File: src/rtl/reg_file_rename.sv
// Architectural register file with per-register rename tags between decoder and ROB.
// Define REGFILE_TRACE_EN to compile commit tracing and a stale-commit simulation check.
module reg_file_rename #(
    parameter int ROB_WIDTH_BIT = 5,
    parameter int NUM_REGS      = 32
) (
    input  logic                     clk_in,
    input  logic                     rst_in,
    input  logic                     rdy_in,
    input  logic                     clear_in,
    input  logic [4:0]               commit_rd,
    input  logic [31:0]              commit_val,
    input  logic [ROB_WIDTH_BIT-1:0] commit_rob_id,
    input  logic [4:0]               rename_rd,
    input  logic [ROB_WIDTH_BIT-1:0] rename_rob_id,
    input  logic [4:0]               dec_rs1,
    input  logic [4:0]               dec_rs2,
    output logic [ROB_WIDTH_BIT-1:0] rob_rs1_id,
    input  logic                     rob_rs1_ready,
    input  logic [31:0]              rob_rs1_val,
    output logic [ROB_WIDTH_BIT-1:0] rob_rs2_id,
    input  logic                     rob_rs2_ready,
    input  logic [31:0]              rob_rs2_val,
    output logic [31:0]              rs1_val,
    output logic                     rs1_dep,
    output logic [ROB_WIDTH_BIT-1:0] rs1_tag,
    output logic [31:0]              rs2_val,
    output logic                     rs2_dep,
    output logic [ROB_WIDTH_BIT-1:0] rs2_tag
);

    typedef struct packed {
        logic [31:0]              val;
        logic                     dep;
        logic [ROB_WIDTH_BIT-1:0] tag;
    } query_t;

    logic [31:0]              regs [NUM_REGS];
    logic [NUM_REGS-1:0]      busy;
    logic [ROB_WIDTH_BIT-1:0] tag  [NUM_REGS];

    logic commit_en;
    logic rename_en;
    logic commit_frees;

    assign commit_en    = (commit_rd != 5'd0);
    assign rename_en    = (rename_rd != 5'd0) && !clear_in;
    // A younger rename of the same register keeps it busy under its new tag.
    assign commit_frees = commit_en && busy[commit_rd] &&
                          (tag[commit_rd] == commit_rob_id) &&
                          !(rename_en && (rename_rd == commit_rd));

    always_ff @(posedge clk_in or negedge rst_in) begin
        if (!rst_in) begin
            busy <= '0;
            for (int i = 0; i < NUM_REGS; i++) begin
                regs[i] <= '0;
                tag[i]  <= '0;
            end
        end else if (rdy_in) begin
            if (commit_en) begin
                regs[commit_rd] <= commit_val;
            end
            if (clear_in) begin
                busy <= '0;
                for (int i = 0; i < NUM_REGS; i++) begin
                    tag[i] <= '0;
                end
            end else begin
                if (commit_frees) begin
                    busy[commit_rd] <= 1'b0;
                end
                if (rename_en) begin
                    busy[rename_rd] <= 1'b1;
                    tag[rename_rd]  <= rename_rob_id;
                end
            end
        end
    end

    // Sources are never bypassed from the same-cycle rename: they precede the destination.
    function automatic query_t resolve(
        input logic [4:0]               rs,
        input logic [31:0]              reg_val,
        input logic                     reg_busy,
        input logic [ROB_WIDTH_BIT-1:0] reg_tag,
        input logic                     rob_ready,
        input logic [31:0]              rob_val,
        input logic [4:0]               c_rd,
        input logic [31:0]              c_val,
        input logic [ROB_WIDTH_BIT-1:0] c_id
    );
        query_t q;
        q = '0;
        if (rs == 5'd0) begin
            q = '0;
        end else if (!reg_busy) begin
            q.val = (c_rd == rs) ? c_val : reg_val;
        end else if ((c_rd == rs) && (c_id == reg_tag)) begin
            q.val = c_val;
        end else if (rob_ready) begin
            q.val = rob_val;
        end else begin
            q.dep = 1'b1;
            q.tag = reg_tag;
        end
        return q;
    endfunction

    query_t q1;
    query_t q2;

    always_comb begin
        q1 = resolve(dec_rs1, regs[dec_rs1], busy[dec_rs1], tag[dec_rs1],
                     rob_rs1_ready, rob_rs1_val, commit_rd, commit_val, commit_rob_id);
        q2 = resolve(dec_rs2, regs[dec_rs2], busy[dec_rs2], tag[dec_rs2],
                     rob_rs2_ready, rob_rs2_val, commit_rd, commit_val, commit_rob_id);
    end

    assign rob_rs1_id = tag[dec_rs1];
    assign rob_rs2_id = tag[dec_rs2];
    assign rs1_val    = q1.val;
    assign rs1_dep    = q1.dep;
    assign rs1_tag    = q1.tag;
    assign rs2_val    = q2.val;
    assign rs2_dep    = q2.dep;
    assign rs2_tag    = q2.tag;

`ifdef REGFILE_TRACE_EN
    always @(posedge clk_in) begin
        if (rst_in && rdy_in && commit_en) begin
            $display("reg x%0d <= %h (rob %0d)", commit_rd, commit_val, commit_rob_id);
            if (!busy[commit_rd] && (tag[commit_rd] != '0) && (tag[commit_rd] != commit_rob_id)) begin
                $error("commit to idle x%0d with stale tag %0d (rob %0d)",
                       commit_rd, tag[commit_rd], commit_rob_id);
            end
        end
    end
`else
`endif

endmodule

File: config.mk
export PLATFORM = sky130hd
export DESIGN_NAME = reg_file_rename
export DESIGN_NICKNAME = d
export VERILOG_FILES = /design/src/rtl/reg_file_rename.sv
export SDC_FILE = /design/constraint.sdc
export NUM_CORES = 2
export LEC_CHECK = 0
export ABC_AREA = 0
export BUFFER_PORTS_ARGS = -buffer_cell sky130_fd_sc_hd__buf_2
export CAP_MARGIN = 20
export CORE_ASPECT_RATIO = 1.25
export CORE_MARGIN = 2
export CORE_UTILIZATION = 68
export DETAILED_ROUTE_END_ITERATION = 10
export PLACE_DENSITY_LB_ADDON = 0.05
export SLEW_MARGIN = 25
export SYNTH_ARGS = -nofsm -noshare
export SYNTH_HDL_FRONTEND = slang
export SYNTH_SLANG_ARGS = --single-unit
File: constraint.sdc
create_clock -name clk_in -period 8.4 [get_ports clk_in]
set_input_delay 1.68 -clock clk_in [delete_from_list [all_inputs] [get_ports clk_in]]
set_output_delay 1.68 -clock clk_in [all_outputs]
set_load 0.005 [all_outputs]
==> results.tsv <==
metric	value	unit
final_common_cell	dfrtp_1	
setup_slack	0.772	ns
io_pins	218	
cts_tree	yes	
cts_sinks	1216	
start_kind	primary input	
maxCapViolations	0	
clock_path_buffers	3	
coreArea	99100	sq um
synth-warning-count	0	
wl	246	mm
numCtsBuffers	120	
place_congestion	1.11	
postPlaceCellArea	70200	sq um
utilization	75.2	%
avgSynthCellArea	12.8	sq um
finalHoldViolations	0	
ir_drop	193	uV
dieHeight	358	microns
rsz0062_at_grt	false	
synth_seq_cells	1216	
regArea	30400	sq um
syn-cell-area	68100	sq um
post-route-period-util	90.8	%
fin_area	74500	sq um
cp_cell_sequence	buf_6, buf_4, mux2i_1, mux4_2, a22oi_1, o41ai_1, xor2_1, a41oi_4, buf_4, nand3b_1, nor4_1, buf_2	
grt_max_degree	176	
synthFlopType	dfrtp_1	
htreeDepth	3	
drtAntennaViolNets	0	
viasPerCell	7.79	
antenna_found_initial	10	
tightest_slew	1.20	ns
grt_pass1_wl	355	mm
synth_edf_count	0	
cts_resized	0	
clk_latency	0.78	ns
cts-root-buf	clkbuf_16	
first_iter_violations	6999	
final-setup-viol-count	0	
final_cell_count_no_fill	6664	
relSlewSlack	19.2	%
wl_per_cell	36.9	microns
firstDrtPassIters	8	
min_path_type	reg -> reg	
mostFrequentLayoutCells	dfrtp_1 (1216), mux2_2 (782), mux4_2 (590)	
power_density	229	nW/um^2
status	finished, final reports clean	
start_util	68.8	%
skew	0.0308	ns
synth_cells	5341	
drv_slew	0	
yosysUniqueCellTypes	67	
rows	129	
worstSetupEndpointType	output port	
min_period	7.63	ns
post_cts_buffers	0	
vias	51900	
overflow	0	
area.growth.synth_to_final	9.36	%
place_inst	6430	
cp.arrival	5.95	ns
port_buffers	217	
fillers	6388	
crit_required	6.72	ns
grt_pass1_vias	52000	
hold_buffers	0	
criticalPathCategory	in -> out	
die_w	287	microns
p_leak	32.2	nW
multi_input_area	35500	sq um
cpPeakStageDelay	0.72	ns
drc_errors	0	
num-nets-final	5376	
fin_tns_setup	0	ns
grt_use_total	48.5	%
synth_seq_area_share	44.7	%
layout-drive-gt1-share	37.2	%
dp_hpwl	151	mm
pre_cts_slack	1.02	ns
syn_nets	5473	
crit_slowest_cell	a41oi_4	
die_area	103000	sq um
cpMostUsedCell	buf_4	
crit_path_max_fanout	54	
async_flop_share	100	%
max_freq	0.131	GHz
cts.clk_slew.worst_paths	0.06	ns
## cells in the mapped netlist, types with 9 or more instances
cell | count | area, sq um
a31oi_1 | 35 | 219
nand2_1 | 549 | 2060
clkbuf_1 | 401 | 1510
or3_1 | 10 | 62.6
buf_4 | 30 | 225
mux4_2 | 590 | 13300
mux2i_1 | 329 | 3290
xor2_1 | 16 | 140
a22o_1 | 14 | 123
inv_1 | 45 | 169
a22oi_1 | 50 | 375
buf_2 | 73 | 365
o211ai_1 | 79 | 593
a21oi_1 | 134 | 671
o311a_1 | 27 | 270
mux2_2 | 782 | 8810
dfrtp_1 | 1216 | 30400
nor3_1 | 16 | 80.1
nor2b_1 | 21 | 131
a221oi_1 | 99 | 867
xnor2_1 | 9 | 78.8
o21ai_0 | 477 | 2390
o31ai_1 | 16 | 120
buf_1 | 63 | 236
a32o_1 | 12 | 120
nand3_1 | 36 | 180
nor2_1 | 87 | 327
## where the power goes
group	switching [W]	internal [W]	total, W
Combinational	0.00180	0.00195	0.00374
Clock	0.00245	0.00333	0.00577
Sequential	0.000762	0.00682	0.00758
## flip-flops by register name (all words and copies together) (netlist names)
name,flops
busy,32
regs,1024
tag,160
## layout make-up
cell class	instances	area share [%]
sequential	1216	40.8
multi-input combinational	3506	47.7
tap	1310	2.20
clock buffer	177	4.77
clock inverter	48	0.863
timing repair buffer	353	3.38
inverter	47	0.237
antenna	7	0.0235
## path summary, 6_finish.rpt
| path | start | end | slack, ns | cells past startpoint |
|---|---|---|---|---|
| min reg2reg | regs[1007] | regs[1007] | 0.40 | 0 |
| min in group asynchronous | rst_in | regs[815] | 0.95 | 1 |
| max in group asynchronous | rst_in | regs[90] | 5.78 | 2 |
| min | regs[1007] | regs[1007] | 0.40 | 0 |
| max | dec_rs2[2] | rs2_tag[1] | 0.77 | 12 |
| max reg2reg | tag[1] | busy[31] | 4.88 | 8 |
## cells by family (layout without fill, tap and decap cells)
logic type / after synthesis / after routing / share of synthesized area, %
simple gates: 781 / 781 / 4.82
other cells: 0 / 7 / 0
xor+xnor: 25 / 25 / 0.321
compound gates: 997 / 997 / 9.13
flops: 1216 / 1216 / 44.7
mux: 1703 / 1703 / 37.3
buf+inv: 619 / 625 / 3.76
## layer usage
| metal | global-route usage, % | up-vias | share of wire [%] |
|---|---|---|---|
| li1 | - | 20100 | - |
| met1 | 62.2 | 26800 | 35 |
| met2 | 70.5 | 3949 | 44 |
| met3 | 14.7 | 1108 | 13 |
| met4 | 35.6 | 6 | 8.7 |
| met5 | 0 | - | 0.017 |
## per-stage QoR
stage                     hold slack (ns)  total power, W
final                               0.400          0.0171
after global routing                0.408          0.0176
after CTS                           0.401          0.0170
after detailed placement            0.386          0.0113
after global placement              0.378          0.0111
after floorplan                     0.441         0.00997
## critical path, delay by kind of cell
kind | cells | cell delay (ns)
buf+inv | 4 | 1.50
xor+xnor | 1 | 0.24
compound gates | 3 | 1.19
mux | 2 | 0.60
simple gates | 2 | 0.67
No activity file was read; power rests on OpenSTA's default activity.
